===== config.mk =====
export PLATFORM = sky130hd
export DESIGN_NAME = regfile_write_arbiter_flat
export DESIGN_NICKNAME = d
export VERILOG_FILES = /design/src/rtl/regfile_write_arbiter_if.sv /design/src/rtl/regfile_write_arbiter.sv /design/src/flat_wrapper.sv
export SDC_FILE = /design/constraint.sdc
export NUM_CORES = 1
export LEC_CHECK = 0
export BUFFER_PORTS_ARGS = -buffer_cell sky130_fd_sc_hd__buf_2
export CAP_MARGIN = 15
export CORE_UTILIZATION = 45
export DETAILED_ROUTE_END_ITERATION = 7
export GPL_TIMING_DRIVEN = 1
export PLACE_DENSITY = 0.78
export RECOVER_POWER = 50
export SKIP_CTS_REPAIR_TIMING = 1
export SYNTH_ARGS = -nofsm -noshare
export SYNTH_HDL_FRONTEND = slang
export SYNTH_SLANG_ARGS = --single-unit

===== constraint.sdc =====
create_clock -name clk -period 3.5 [get_ports clk]
set_clock_uncertainty 0.15 [all_clocks]
set_input_delay 0.175 -clock clk [delete_from_list [all_inputs] [get_ports clk]]
set_output_delay 0.175 -clock clk [all_outputs]
set_load 0.02 [all_outputs]

===== src/rtl/regfile_write_arbiter_if.sv =====
// Writeback bus between the requesters, the arbiter and the register file write port.
// The master side drives requests and hold; the slave side (the arbiter) drives the rest.
interface regfile_write_arbiter_if #(parameter int NUM_REQ = 3);
   logic                      wb_hold;
   logic [NUM_REQ-1:0]        req_valid;
   logic [NUM_REQ-1:0][4:0]   req_addr;
   logic [NUM_REQ-1:0][31:0]  req_data;
   logic [NUM_REQ-1:0]        req_ready;
   logic [4:0]                write_reg_addr;
   logic [31:0]               write_data;
   logic                      write_enable;
   logic [31:0]               pending_mask;

   modport master (
      output wb_hold, req_valid, req_addr, req_data,
      input  req_ready, write_reg_addr, write_data, write_enable, pending_mask
   );

   modport slave (
      input  wb_hold, req_valid, req_addr, req_data,
      output req_ready, write_reg_addr, write_data, write_enable, pending_mask
   );
endinterface


===== src/rtl/regfile_write_arbiter.sv =====
// Round-robin arbiter for the single register file write port.
// One registered output stage; x0 writes are accepted but never enabled.
module regfile_write_arbiter #(
   parameter int NUM_REQ = 3
) (
   input  logic                  clk,
   input  logic                  reset,
   regfile_write_arbiter_if.slave bus
);
   localparam int PTR_W = (NUM_REQ > 1) ? $clog2(NUM_REQ) : 1;

   typedef logic [4:0]  reg_index_t;
   typedef logic [31:0] reg_data_t;

   logic [PTR_W-1:0]   rr_ptr;
   logic [PTR_W-1:0]   grant_idx;
   logic [PTR_W-1:0]   next_ptr;
   logic               grant;
   logic [NUM_REQ-1:0] ready;
   int                 idx;
   reg_index_t         win_addr;
   reg_data_t          win_data;
   logic               out_en;
   reg_index_t         out_addr;
   reg_data_t          out_data;
   logic [31:0]        pend;

   // Search starts at rr_ptr and wraps; ready is held low during reset.
   always_comb begin
      ready     = '0;
      grant     = 1'b0;
      grant_idx = '0;
      idx       = 0;
      if (reset && !bus.wb_hold) begin
         for (int k = 0; k < NUM_REQ; k++) begin
            idx = int'(rr_ptr) + k;
            if (idx >= NUM_REQ) idx = idx - NUM_REQ;
            if (!grant && bus.req_valid[idx]) begin
               grant     = 1'b1;
               grant_idx = PTR_W'(idx);
            end
         end
      end
      if (grant) ready[grant_idx] = 1'b1;
   end

   assign next_ptr = (int'(grant_idx) == NUM_REQ - 1) ? '0 : grant_idx + 1'b1;
   assign win_addr = bus.req_addr[grant_idx];
   assign win_data = bus.req_data[grant_idx];

   always_ff @(posedge clk or negedge reset) begin
      if (!reset) begin
         rr_ptr   <= '0;
         out_en   <= 1'b0;
         out_addr <= '0;
         out_data <= '0;
      end else begin
         out_en <= grant && (win_addr != '0);
         if (grant) begin
            rr_ptr <= next_ptr;
            if (win_addr != '0) begin
               out_addr <= win_addr;
               out_data <= win_data;
            end
         end
      end
   end

   // Hazard view: every presented request plus the write sitting in the output register.
   always_comb begin
      pend = '0;
      for (int i = 0; i < NUM_REQ; i++)
         if (bus.req_valid[i]) pend[bus.req_addr[i]] = 1'b1;
      if (out_en) pend[out_addr] = 1'b1;
      pend[0] = 1'b0;
   end

   assign bus.req_ready      = ready;
   assign bus.write_enable   = out_en;
   assign bus.write_reg_addr = out_addr;
   assign bus.write_data     = out_data;
   assign bus.pending_mask   = pend;
endmodule


===== src/flat_wrapper.sv =====
// flat-port wrapper written by rule: the top's interface ports become plain ports
module regfile_write_arbiter_flat 
#(
   parameter int NUM_REQ = 3
)
  (clk, reset, bus_wb_hold, bus_req_valid, bus_req_addr, bus_req_data, bus_req_ready, bus_write_reg_addr, bus_write_data, bus_write_enable, bus_pending_mask);
  regfile_write_arbiter_if #(.NUM_REQ(NUM_REQ)) bus_i ();
  input  logic clk;
  input  logic reset;
  input wire logic [$bits(bus_i.wb_hold)-1:0] bus_wb_hold;
  input wire logic [$bits(bus_i.req_valid)-1:0] bus_req_valid;
  input wire logic [$bits(bus_i.req_addr)-1:0] bus_req_addr;
  input wire logic [$bits(bus_i.req_data)-1:0] bus_req_data;
  output wire logic [$bits(bus_i.req_ready)-1:0] bus_req_ready;
  output wire logic [$bits(bus_i.write_reg_addr)-1:0] bus_write_reg_addr;
  output wire logic [$bits(bus_i.write_data)-1:0] bus_write_data;
  output wire logic [$bits(bus_i.write_enable)-1:0] bus_write_enable;
  output wire logic [$bits(bus_i.pending_mask)-1:0] bus_pending_mask;
  assign bus_i.wb_hold = bus_wb_hold;
  assign bus_i.req_valid = bus_req_valid;
  assign bus_i.req_addr = bus_req_addr;
  assign bus_i.req_data = bus_req_data;
  assign bus_req_ready = bus_i.req_ready;
  assign bus_write_reg_addr = bus_i.write_reg_addr;
  assign bus_write_data = bus_i.write_data;
  assign bus_write_enable = bus_i.write_enable;
  assign bus_pending_mask = bus_i.pending_mask;
  regfile_write_arbiter #(.NUM_REQ(NUM_REQ)) u_core (.clk(clk), .reset(reset), .bus(bus_i));
endmodule

Word-level counts from Yosys, hierarchy flattened

Cells that the tools add are included.

Bits in registers: 40
Output and inout port bits: 73
Logic and storage cells: 89

Add/subtract/negate cells: 6
$lt $le $gt $ge: 16
Eq/ne operators: 1
Mux-type cells: 45
Bitwise operators: 3
Reductions and logical operators: 14

Operators by type and width:

| operator                                                           | number |
|---|---|
| two-way mux 32 bit                                                 | 11 |
| < comparator 32 x 4 -> 1 bit, second input constant                | 3 |
| OR 32 bit                                                          | 3 |
| binary-select mux 32 bit (select 2 bit)                            | 1 |
| greater-or-equal comparator 32 x 3 -> 1 bit, second input constant | 2 |
| subtractor 32 x 3 -> 32 bit, second input constant                 | 2 |
| < comparator 5 x 6 -> 1 bit, second input constant                 | 4 |
| demux 1 bit (select 5 bit)                                         | 4 |
| greater-or-equal comparator 5 x 1 -> 1 bit, second input constant  | 4 |
| two-way mux 1 bit                                                  | 17 |
| binary-select mux 5 bit (select 2 bit)                             | 1 |
| two-way mux 2 bit                                                  | 5 |
| logical AND 1 bit                                                  | 9 |
| binary-select mux 1 bit (select 2 bit)                             | 3 |
| two-way mux 5 bit                                                  | 1 |
| nonzero test 5 bit                                                 | 1 |
| adder 2 x 1 -> 3 bit, second input constant                        | 1 |
| adder 2 x 2 -> 3 bit, second input constant                        | 1 |
| zero test 1 bit                                                    | 3 |
| < comparator 2 x 3 -> 1 bit, second input constant                 | 1 |
| two-way mux 3 bit                                                  | 1 |
| subtractor 2 x 2 -> 3 bit, second input constant                   | 1 |
| adder 2 x 1 -> 2 bit, second input constant                        | 1 |
| demux 1 bit (select 2 bit)                                         | 1 |
| 4 further kinds                                                    | 4 |

Logic depth before layout (Yosys ltp)

Gate-level depths: netlist of the first run.

Word-level depth: 21
Depth in mapped cells: 12
Depth with buffers taken out: 9

Worst setup path after synthesis of the first run

OpenSTA, ideal clock, no wires.

Kind: flip-flop to flip-flop
Start: register u_core.rr_ptr[0]
End: register u_core.out_data[0] (netlist: u_core.bus.write_data[0])
Setup time: 0.127 ns
Data arrival time: 3.001 ns
Data required time: 3.223 ns
Path slack: 0.222 ns
Cell stages (with the launch flop): 13
Buffers on the path: 3
Clock period less this slack: 3.278 ns
Path through: dfrtp_1 inv_1 ha_1 mux2i_1 o221ai_2 o31a_1 buf_6 and2_1 buf_6 a221o_1 nor4_4 buf_6 a211oi_1

Word-level cells in the longest chain between the ends: 20

Ends and longest elaborated chain:

| what                                                                 | line                        | RTL |
|---|---|---|
| start, declared                                                      | regfile_write_arbiter.sv:15 | `logic [PTR_W-1:0] rr_ptr;` |
| start signal, assigned                                               | regfile_write_arbiter.sv:60 | `rr_ptr <= next_ptr;` |
| branches (longest 20 deep; another with subtractor 32 x 3 -> 32 bit) | n/a                         |  |
| end signal, assigned                                                 | regfile_write_arbiter.sv:63 | `out_data <= win_data;` |
| end, declared                                                        | regfile_write_arbiter.sv:25 | `reg_data_t out_data;` |

Several ways; the timed one is not identified. The select of a mux whose other input is x is not followed.
A chain may end at the register's enable or synchronous reset.

Worst setup path after layout of the first run

Start: register u_core.rr_ptr[0]
End: register u_core.out_data[11] (netlist: u_core.bus.write_data[11])

Same word-level chain as after synthesis.

==> flow_summary.yaml, run 1 <==
timing:
  worst_slew_margin_rel_pct: -43.93
  hold_ws_ps: 178.7
  final_max_slew_viol_count: 41
  setup_viol_count_final: 0
  worst_pin_slew_ps: 2159
  clock.fmax_mhz: 296.9
  finalHoldViolCount: 0
  fin_crit_sh_pct: 96.23
  finalWorstPathRequiredPeriod_ps: 3368
synth:
  synthDistinctLibCells: 54
  synth_ff_type: "sky130_fd_sc_hd__dfrtp_1"
  seq_area_frac_synth_pct: 21.30
  syn-mean-instance-area_um2: 7.872
  post_synth_inst_count: 597
  synth-async-reset-ratio_pct: 100.0
  synth_edf_count: 0
  syn_area_um2: 4700
  synthTopCellsByArea: "sky130_fd_sc_hd__dfrtp_1, sky130_fd_sc_hd__a211oi_2, sky130_fd_sc_hd__o22ai_1"
  ys.warnings.count: 0
  synth_seq_cells: 40
  postSynthNetCount: 718
  synth_top_area_cell: "sky130_fd_sc_hd__dfrtp_1"
  post-synth-top-area-fraction_pct: 21.30
critical_path:
  largest_stage_delay_on_the_critical_path_ps: 440
  worst_setup_path_endpoint: "u_core.bus.write_data[11]$_DFFE_PN0P_"
  crit-reg2reg-launch: "u_core.rr_ptr[0]$_DFFE_PN0P_"
  setup.worst_path.end_class: "register"
  critical_path_class: "reg2reg"
  kind_of_launch_point_of_the_worst_setup_path: "register"
  worstRegToRegCells: 11
  critical_path_arrival_ps: 3400
  timing.critical_path.from: "u_core.rr_ptr[0]$_DFFE_PN0P_"
  cp_slowest_cell: "sky130_fd_sc_hd__a221o_1"
  reg2reg_to: "u_core.bus.write_data[11]$_DFFE_PN0P_"
  rrSetupSlack_ps: 130
  crit_path_max_fanout: 18
  crit_required_ps: 3530
  critical_path.cell_chain: "inv_1 > ha_2 > mux2i_2 > o221ai_2 > o31a_1 > and2_2 > a221o_1 > nor4_4 > buf_4 > clkbuf_16 > a211oi_1"
grt:
  global_route.usage.total_pct: 31.30
  first_global_vias: 5422
  maximum_number_of_pins_on_one_net_before_global_route_repair: 46
  total_grt_overflow: 0
  grt_antenna_before_repair: 1
  grt_first_pass_wirelength_um: 27890
clock_network:
  tritoncts_clock_tree: "built"
  clk-insertion-delay-late_ps: 300
  cts.path.max_buffers: 2
  clkSlewWorstSetupHoldPaths_ps: 80
  tritoncts.num_buffers: 5
  clock_sinks: 40
  cts-htree-levels: 2
  ctsRootBufferMaster: "sky130_fd_sc_hd__clkbuf_8"
placement:
  hpwl_um: 12800
  numPortBuffers: 188
  gp_routability_congestion: 0.9795
  place.detailed.instances: 871
layout:
  number_of_filler_cells_placed_in_the_layout: 909
  drive_above_1_share_pct: 31.87
  nets: 870
  post_layout_nonfiller_instances: 884
  multi_input_gate_area_in_the_final_layout_um2: 3308
  ff_latch_area_um2: 1001
  synthesis_to_layout_area_growth_pct: 27.00
floorplanning:
  fp.coreArea_um2: 9955
  design.die.area_um2: 10860
  num_rows: 36
  fp.dieW_um: 104.2
  die_y_um: 104.2
  floorplan.initialDensity_pct: 47.21
  i_o_pin_count: 190
power_and_ir_drop:
  p_leak_nw: 2.464
  ir_worst_vdd_v: 0.0004122
  power_density_nw_per_um2: 749.6
worst_hold_path:
  min-delay-start: "bus_req_data[15]"
  hold_class: "in2reg"
status:
  failed_checks: "max-capacitance violations, max-slew violations"
  run_status: "finished, violations left"
run:
  max-cap-violations: 1
routing:
  aggregate_routed_wire_length_um: 17730
  detailedRoute.firstPassIterationCount: 5
  wl_per_cell_um: 20.06
  antenna_violating_nets_post_route: 0
  via_count: 5950
  vias_per_cell: 6.731
  detail_route.drc_violations: 0
  drt-initial-drc-count: 468
layer usage:
layer / vias up / routed length (µm) / global-route usage [%]
met5: - / 0 / 0
met4: 0 / 465 / 10.82
met3: 44 / 1552 / 4.323
met2: 408 / 8898 / 54.33
met1: 2797 / 6816 / 39.61
li1: 2701 / - / -
registers in the layout, summed over array words and instances, names as in the netlist:
signal                     count
u_core.bus.write_enable        1
u_core.bus.write_reg_addr      5
u_core.rr_ptr                  2
u_core.bus.write_data         32
cell families after synthesis:
family | count (synthesis) | share of synthesized area (%)
DFF | 40 | 21.30
other | 1 | 0.07980
adders and majority gates | 4 | 1.065
buffers and inverters | 115 | 10.33
and+or+nand+nor | 142 | 16.32
AOI/OAI and AO/OA | 292 | 50.27
muxes | 3 | 0.6390
cell usage in the layout (no fill, tap or decap), drive strengths merged, types with 7 or more instances in the layout:
cell type    n
a211oi      37
o21ai       34
nand3        7
inv         42
nor2b        7
buf        178
a41oi       32
nand3b      13
o22ai       48
nor2        58
a221o       15
nand2       13
o221ai      18
and3         9
o211ai      33
dfrtp       40
a32oi       32
nor3b        7
a21oi       12
clkbuf      46
worst min-delay path by stage:
stage / slack [ps] / depth (start not counted) / to
detailed placement: 160 / 2 / u_core.bus.write_data[8]$_DFFE_PN0P_
floorplan: -270 / 0 / u_core.bus.write_data[0]$_DFFE_PN0P_
finish: 180 / 5 / u_core.bus.write_data[15]$_DFFE_PN0P_
CTS: -160 / 2 / u_core.bus.write_data[2]$_DFFE_PN0P_
global route: 210 / 5 / u_core.bus.write_data[15]$_DFFE_PN0P_
global placement: 160 / 2 / u_core.bus.write_data[6]$_DFFE_PN0P_
cells in the mapped netlist, types with 5 or more instances:
master,instances
sky130_fd_sc_hd__a211oi_1,10
sky130_fd_sc_hd__a211oi_2,27
sky130_fd_sc_hd__a21oi_1,11
sky130_fd_sc_hd__a221o_1,15
sky130_fd_sc_hd__a22oi_1,6
sky130_fd_sc_hd__a32oi_1,32
sky130_fd_sc_hd__a41oi_1,32
sky130_fd_sc_hd__and2_1,6
sky130_fd_sc_hd__and3_1,9
sky130_fd_sc_hd__and3b_1,5
sky130_fd_sc_hd__buf_2,7
sky130_fd_sc_hd__buf_6,5
sky130_fd_sc_hd__clkbuf_1,58
sky130_fd_sc_hd__dfrtp_1,40
sky130_fd_sc_hd__inv_1,42
sky130_fd_sc_hd__nand2_1,13
sky130_fd_sc_hd__nand3_1,7
sky130_fd_sc_hd__nand3b_1,13
sky130_fd_sc_hd__nor2_1,58
sky130_fd_sc_hd__nor2b_1,7
sky130_fd_sc_hd__nor3b_1,7
sky130_fd_sc_hd__o211ai_1,33
sky130_fd_sc_hd__o21ai_0,33
sky130_fd_sc_hd__o221ai_1,17
sky130_fd_sc_hd__o22ai_1,48
sky130_fd_sc_hd__or3b_2,6
worst max-delay path, delay by kind of cell (launching register included):
kind / cells / cell delay, ps
flip-flops: 1 / 430
AND/OR/NAND/NOR: 2 / 600
AO/OA/AOI/OAI: 4 / 1100
buffers and inverters: 3 / 470
multiplexers: 1 / 260
adder cells (fa/ha/maj): 1 / 220
where the power goes:
| part | switching [mW] | internal [mW] | total [mW] |
|---|---|---|---|
| combinational | 1.93 | 1.13 | 3.05 |
| sequential | 0.291 | 0.704 | 0.995 |
| clock | 0.172 | 0.252 | 0.424 |
stage by stage:
step | utilization (%) | setup WS (ps) | cell area, µm² | total power, mW | TNS [ps]
floorplan | - | 221.7 | 4700 | 3.040 | 0
global placement | 58.43 | 287.4 | 5817 | 3.905 | 0
detailed placement | 58.43 | 114.5 | 5817 | 4.008 | 0
CTS | 59.70 | 97.45 | 5943 | 4.436 | 0
global route | 59.95 | -20.46 | 5968 | 4.756 | -41.29
finish | 59.95 | 132.1 | 5968 | 4.474 | 0
layout make-up:
cell class	count	area share (%)
Inverter	42	2.642
Antenna cell	1	0.04193
Multi-Input combinational cell	442	55.43
Clock inverter	1	0.5031
Sequential cell	40	16.77
Clock buffer	7	1.614
Timing Repair Buffer	218	20.21
Tap cell	133	2.788
Note: power is estimated with default switching activity, not from simulation.
==> run 2, diff against run 1 <==
- BUFFER_PORTS_ARGS: -buffer_cell sky130_fd_sc_hd__buf_2 -> unset
- CORE_UTILIZATION: 45 -> 50
- DONT_BUFFER_PORTS: unset -> 1
- PLACE_DENSITY: 0.78 -> 0.68
- SKIP_LAST_GASP: unset -> 1
==> run 2 against run 1 <==
Effect of this change: combinational power decreased by 19%; the flow still finishes with violations (max-capacitance violations, max-slew violations); critical endpoint is now u_core.bus.write_data[31]$_DFFE_PN0P_; setup slack improved by 39 ps; final area decreased by 16%.
==> flow_summary.yaml, run 2 (synthesis results as in run 1) <==
floorplanning:
  design.die.area_um2: 9791
  i_o_pin_count: 190
  fp.dieW_um: 98.95
  num_rows: 35
  floorplan.initialDensity_pct: 51.35
  die_y_um: 98.95
  fp.coreArea_um2: 9153
status:
  run_status: "finished, violations left"
  failed_checks: "max-capacitance violations, max-slew violations"
critical_path:
  crit_required_ps: 3530
  critical_path_class: "reg2reg"
  kind_of_launch_point_of_the_worst_setup_path: "register"
  crit_path_max_fanout: 18
  critical_path_arrival_ps: 3360
  setup.worst_path.end_class: "register"
grt:
  maximum_number_of_pins_on_one_net_before_global_route_repair: 47
  grt_first_pass_wirelength_um: 25930
  first_global_vias: 4852
  grt_antenna_before_repair: 0
  total_grt_overflow: 0
  global_route.usage.total_pct: 33.04
power_and_ir_drop:
  power_density_nw_per_um2: 825.8
  p_leak_nw: 1.778
  ir_worst_vdd_v: 0.0003377
timing:
  grt_setup_unrepaired: "no"
  final_max_slew_viol_count: 41
  fin_crit_sh_pct: 95.12
  finalWorstPathRequiredPeriod_ps: 3329
  clock.fmax_mhz: 300.4
  setup_viol_count_final: 0
  finalHoldViolCount: 0
  worst_pin_slew_ps: 2245
  fin_tns_setup_ps: 0
  worst_slew_margin_rel_pct: -49.64
  hold_ws_ps: 69.42
layout:
  drive_above_1_share_pct: 15.43
  most_common_cell_after_layout_fill_and_taps_aside: "sky130_fd_sc_hd__nor2_1"
  synthesis_to_layout_area_growth_pct: 7.268
  number_of_filler_cells_placed_in_the_layout: 859
  post-route-cell-area_um2: 5041
  nets: 684
  diodes: 0
  largest_register_ff_count: 32
  post-route-util_pct: 55.08
  layout.cells.most_common_list: "sky130_fd_sc_hd__nor2_1, sky130_fd_sc_hd__o22ai_1, sky130_fd_sc_hd__inv_1, sky130_fd_sc_hd__dfrtp_1"
routing:
  wl_per_cell_um: 24.73
  aggregate_routed_wire_length_um: 16700
  drt-initial-drc-count: 553
  via_count: 5124
  antenna_violating_nets_post_route: 0
  detailedRoute.firstPassIterationCount: 5
  detail_route.drc_violations: 0
  vias_per_cell: 7.591
placement:
  numPortBuffers: 0
  hpwl_um: 11470
  dpl-instance-area_um2: 4832
  gp_routability_congestion: 0.9722
clock_network:
  clk-insertion-delay-late_ps: 300
  tritoncts_clock_tree: "built"
  ctsRootBufferMaster: "sky130_fd_sc_hd__clkbuf_8"
  cts-htree-levels: 2
  cts.path.max_buffers: 2
  clkSlewWorstSetupHoldPaths_ps: 80
  clock_sinks: 40
  tritoncts.num_buffers: 5
run:
  max-cap-violations: 1
worst_hold_path:
  hold_class: "in2reg"
-- run 2: changes by cell type in the layout (fill, tap and decap cells not counted), moves of 2 or more --
cell | previous run | this run
sky130_fd_sc_hd__buf_4 | 20 | 23
sky130_fd_sc_hd__clkbuf_1 | 38 | 1
sky130_fd_sc_hd__clkbuf_8 | 7 | 5
sky130_fd_sc_hd__buf_2 | 151 | 0
-- run 2: power by group --
group	internal (mW)	leakage, nW	switching [mW]	total, mW
registers	0.698	0.478	0.618	1.32
clock network	0.211	0.0541	0.175	0.386
logic	0.969	1.25	1.49	2.46
-- run 2: stage by stage --
step | instances | setup WS [ps] | total power, mW
finish | 675 | 171.0 | 4.163
global route | 675 | 31.56 | 4.409
CTS | 667 | 92.72 | 4.070
detailed placement | 659 | 123.0 | 3.678
global placement | 659 | 247.6 | 3.593
floorplan | 597 | 221.7 | 3.040
-- run 2: final timing paths --
path / from / to / slack [ps] / depth (start not counted)
worst max-delay path: u_core.rr_ptr[0]$_DFFE_PN0P_ / u_core.bus.write_data[31]$_DFFE_PN0P_ / 170 / 12
worst min-delay path: bus_req_data[26] / u_core.bus.write_data[26]$_DFFE_PN0P_ / 70 / 4
worst max register to register: u_core.rr_ptr[0]$_DFFE_PN0P_ / u_core.bus.write_data[31]$_DFFE_PN0P_ / 170 / 12
worst min register to register: u_core.rr_ptr[1]$_DFFE_PN0P_ / u_core.rr_ptr[1]$_DFFE_PN0P_ / 400 / 1
max in group asynchronous: reset / u_core.bus.write_reg_addr[2]$_DFFE_PN0P_ / 960 / 2
min in group asynchronous: reset / u_core.bus.write_data[8]$_DFFE_PN0P_ / 960 / 2
-- run 2: area by class of cell --
class                      instances  area [µm²]  area share [%]
clock buffer                       5       68.82           1.365
clock inverter                     3       42.54          0.8439
inverter                          42       157.7           3.127
multi-input combinational        442        3309           65.65
sequential                        40        1001           19.86
tap                              111       138.9           2.755
timing repair buffer              32       322.8           6.404
-- run 2: critical path: stages (launching register included) --
cell and delay (ps):
sky130_fd_sc_hd__dfrtp_1 420, sky130_fd_sc_hd__inv_1 90, sky130_fd_sc_hd__ha_1 230, sky130_fd_sc_hd__mux2i_2 280, sky130_fd_sc_hd__o221ai_2 180, sky130_fd_sc_hd__o31a_1 350
sky130_fd_sc_hd__and2_1 230, sky130_fd_sc_hd__buf_4 190, sky130_fd_sc_hd__a221o_1 400, sky130_fd_sc_hd__nor4_4 230, sky130_fd_sc_hd__buf_4 190, sky130_fd_sc_hd__buf_12 190
sky130_fd_sc_hd__a211oi_2 90
-- run 2: per-layer routing --
| layer | share of wire [%] | GRT usage (%) | vias up | wire length (µm) |
|---|---|---|---|---|
| li1 | - | - | 2329 | - |
| met1 | 40 | 41.32 | 2486 | 6682 |
| met2 | 49 | 56.97 | 282 | 8230 |
| met3 | 9.1 | 6.667 | 27 | 1527 |
| met4 | 1.5 | 10.56 | 0 | 255 |
| met5 | 0 | 0 | - | 0 |
==> run 3, diff against run 2 <==
- ABC_AREA: unset -> 1
- SKIP_CTS_REPAIR_TIMING: 1 -> unset
==> run 3 against run 2 <==
Effect of this change: the flow still finishes with violations (max-capacitance violations, max-slew violations); flip-flop and latch count unchanged; first-iteration DRC count down 52%; die area down 24%; final area down 16%; critical path depth up 4; via count down 18%; combinational power down 34%; utilization up 6.6 points; synthesized cell count down 10%; sequential share of layout area up 3.9 points; clock-buffer cell count unchanged; worst hold slack worse by 66 ps; largest cell class unchanged; largest power group unchanged.
==> flow_summary.yaml, run 3 <==
status:
  run_status: "finished, violations left"
  failed_checks: "max-capacitance violations, max-slew violations"
critical_path:
  critical_path_class: "reg2reg"
  kind_of_launch_point_of_the_worst_setup_path: "register"
  crit_required_ps: 3550
  critical_path_arrival_ps: 3290
  rrSetupSlack_ps: 260
  setup.worst_path.end_class: "register"
  crit_path_max_fanout: 20
timing:
  hold_ws_ps: 3.270
  finalHoldViolCount: 0
  finalWorstPathRequiredPeriod_ps: 3243
  worst_slew_margin_rel_pct: -46.77
  worst_pin_slew_ps: 2201
  fin_crit_sh_pct: 92.65
  clock.fmax_mhz: 308.4
  final_max_slew_viol_count: 41
  grt_setup_unrepaired: "no"
  setup_viol_count_final: 0
  fin_tns_setup_ps: 0
synth:
  synth_simple_gate_area_share_pct: 47.14
  postSynthNetCount: 657
  synth_edf_count: 0
  synth_seq_cells: 40
  ys.warnings.count: 0
  seq_area_frac_synth_pct: 28.08
  synthDistinctLibCells: 31
  synth-async-reset-ratio_pct: 100.0
  post-synth-top-area-fraction_pct: 28.08
  syn_area_um2: 3565
  synth_ff_type: "sky130_fd_sc_hd__dfrtp_1"
  synth_top_area_cell: "sky130_fd_sc_hd__dfrtp_1"
  synth-compound-area-share_pct: 14.29
  syn-mean-instance-area_um2: 6.651
  yosys.area_share.adder_pct: 1.404
  post_synth_inst_count: 536
  synthXorXnorAreaFrac_pct: 0
  synth_top_family_by_area: "simple AND/OR/NAND/NOR gates"
  yosysMostFrequentCell: "sky130_fd_sc_hd__nand2_1"
  post_synthesis_mux_area_share_pct: 0
  most_instantiated_cells_after_synthesis: "sky130_fd_sc_hd__nand2_1, sky130_fd_sc_hd__nand3_1, sky130_fd_sc_hd__dfrtp_1"
  synthTopCellsByArea: "sky130_fd_sc_hd__dfrtp_1, sky130_fd_sc_hd__nand3_1, sky130_fd_sc_hd__nand2_1"
routing:
  top_signal_layer_used: "met4"
  via_count: 4177
  drt-initial-drc-count: 265
  aggregate_routed_wire_length_um: 12010
  detail_route.drc_violations: 0
  vias_per_cell: 6.207
  detailedRoute.firstPassIterationCount: 5
  total_length_of_routed_met2_wires_um: 5828
  antenna_violating_nets_post_route: 0
  wl_per_cell_um: 17.84
  route.met3.wl_um: 1062
  met1_length_um: 4839
clock_network:
  cts.path.max_buffers: 2
  clkSlewWorstSetupHoldPaths_ps: 90
  clk-insertion-delay-late_ps: 300
  tritoncts_clock_tree: "built"
  tritoncts.num_buffers: 5
  cts-htree-levels: 2
  ctsRootBufferMaster: "sky130_fd_sc_hd__clkbuf_8"
  clock_sinks: 40
placement:
  hpwl_um: 8521
  dpl-instance-area_um2: 3582
  gp_routability_congestion: 0.9823
  numPortBuffers: 0
layout:
  nets: 697
  synthesis_to_layout_area_growth_pct: 18.15
  largest_register_ff_count: 32
  number_of_filler_cells_placed_in_the_layout: 630
  most_common_cell_after_layout_fill_and_taps_aside: "sky130_fd_sc_hd__nand2_1"
  post-route-cell-area_um2: 4212
  drive_above_1_share_pct: 8.146
  layout.cells.most_common_list: "sky130_fd_sc_hd__nand2_1, sky130_fd_sc_hd__nand3_1, sky130_fd_sc_hd__dlygate4sd3_1, sky130_fd_sc_hd__dfrtp_1, sky130_fd_sc_hd__inv_1"
  diodes: 0
floorplanning:
  fp.coreArea_um2: 6832
  floorplan.initialDensity_pct: 52.18
  i_o_pin_count: 190
  fp.dieW_um: 86.44
  die_y_um: 86.44
  design.die.area_um2: 7471
  num_rows: 30
power_and_ir_drop:
  p_total_mw: 3.084
  power_density_nw_per_um2: 732.2
  ir_worst_vdd_v: 0.0003876
  p_leak_nw: 1.947
grt:
  total_grt_overflow: 0
  global_route.usage.total_pct: 31.39
  maximum_number_of_pins_on_one_net_before_global_route_repair: 41
  first_global_vias: 3823
  grt_antenna_before_repair: 0
  grt_first_pass_wirelength_um: 18480
run:
  max-cap-violations: 1
worst_hold_path:
  hold_class: "in2reg"
-- run 3: cell types whose count changed in the layout (fill, tap and decap cells not counted), moves of 18 or more --
cell	delta
sky130_fd_sc_hd__a32oi_1	-32
sky130_fd_sc_hd__a41oi_1	-32
sky130_fd_sc_hd__buf_4	-18
sky130_fd_sc_hd__dlygate4sd3_1	+49
sky130_fd_sc_hd__o22ai_1	-48
sky130_fd_sc_hd__o211ai_1	-33
sky130_fd_sc_hd__nand3_1	+131
sky130_fd_sc_hd__a211oi_2	-27
sky130_fd_sc_hd__nand2_1	+140
sky130_fd_sc_hd__nor2_1	-44
sky130_fd_sc_hd__nor3_1	+19
sky130_fd_sc_hd__o21ai_0	-30
-- run 3: what timing repair did --
item,in CTS,in global routing
gates resized for setup,0,3
hold endpoints to repair,69,0
hold buffers,51,0
setup endpoints to repair,0,12
setup buffers,0,0
-- run 3: critical path, cell delays in order, from the launching register on --
cell and delay [ps]:
sky130_fd_sc_hd__dfrtp_1 390, sky130_fd_sc_hd__inv_1 90, sky130_fd_sc_hd__ha_1 390, sky130_fd_sc_hd__inv_2 100, sky130_fd_sc_hd__nand2_1 50, sky130_fd_sc_hd__nand3_1 70
sky130_fd_sc_hd__nand2_2 80, sky130_fd_sc_hd__nand3_2 110, sky130_fd_sc_hd__nand3_2 80, sky130_fd_sc_hd__nand3_2 140, sky130_fd_sc_hd__clkinv_2 290, sky130_fd_sc_hd__buf_4 320
sky130_fd_sc_hd__nand2_1 100, sky130_fd_sc_hd__nand3_1 80, sky130_fd_sc_hd__dlygate4sd3_1 560, sky130_fd_sc_hd__nand3_1 80, sky130_fd_sc_hd__nand2_1 50
-- run 3: logic make-up (layout without fill, tap and decap cells) --
kind of cell    count (synthesis)  count (layout)
compound gates                 66              66
other cells                     1               1
fa+ha+maj                       4               4
simple gates                  356             356
flops                          40              40
buf+inv                        69             110
-- run 3: where the power goes --
| group | switching (mW) | total [mW] | internal, mW |
|---|---|---|---|
| clock | 0.181 | 0.397 | 0.215 |
| combinational | 1.01 | 1.62 | 0.606 |
| sequential | 0.415 | 1.07 | 0.656 |
-- run 3: per-stage QoR --
step           cells  util [%]  setup slack (ps)
6_report         673     61.65             257.4
5_1_grt          673     61.65             3.317
4_1_cts          673     61.76             230.4
3_5_place_dp     614     52.44             459.6
3_3_place_gp     614     52.44             636.4
2_1_floorplan    536         -              1035
-- run 3: area by class of cell --
type,instances,area [µm²],area share [%]
Clock inverter,3,47.55,1.129
Inverter,44,166.4,3.951
Timing Repair Buffer,58,564.3,13.40
Clock buffer,5,68.82,1.634
Sequential cell,40,1001,23.77
Multi-Input combinational cell,427,2243,53.27
Tap cell,96,120.1,2.852
-- run 3: final timing paths --
check,start,to,cells after the start
hold / removal,bus_req_data[46],u_core.bus.write_data[14]$_DFFE_PN0P_,4
setup reg to reg,u_core.rr_ptr[0]$_DFFE_PN0P_,u_core.bus.write_data[25]$_DFFE_PN0P_,16
max in group asynchronous,reset,u_core.rr_ptr[1]$_DFFE_PN0P_,2
setup / recovery,u_core.rr_ptr[0]$_DFFE_PN0P_,u_core.bus.write_data[25]$_DFFE_PN0P_,16
min in group asynchronous,reset,u_core.bus.write_data[18]$_DFFE_PN0P_,2
hold reg to reg,u_core.rr_ptr[0]$_DFFE_PN0P_,u_core.rr_ptr[0]$_DFFE_PN0P_,2
-- run 3: routing by layer --
| layer | vias to the layer above | global-route usage [%] |
|---|---|---|
| li1 | 1969 | - |
| met3 | 27 | 6.762 |
| met5 | - | 0 |
| met2 | 261 | 55.77 |
| met1 | 1920 | 37.68 |
| met4 | 0 | 10.30 |
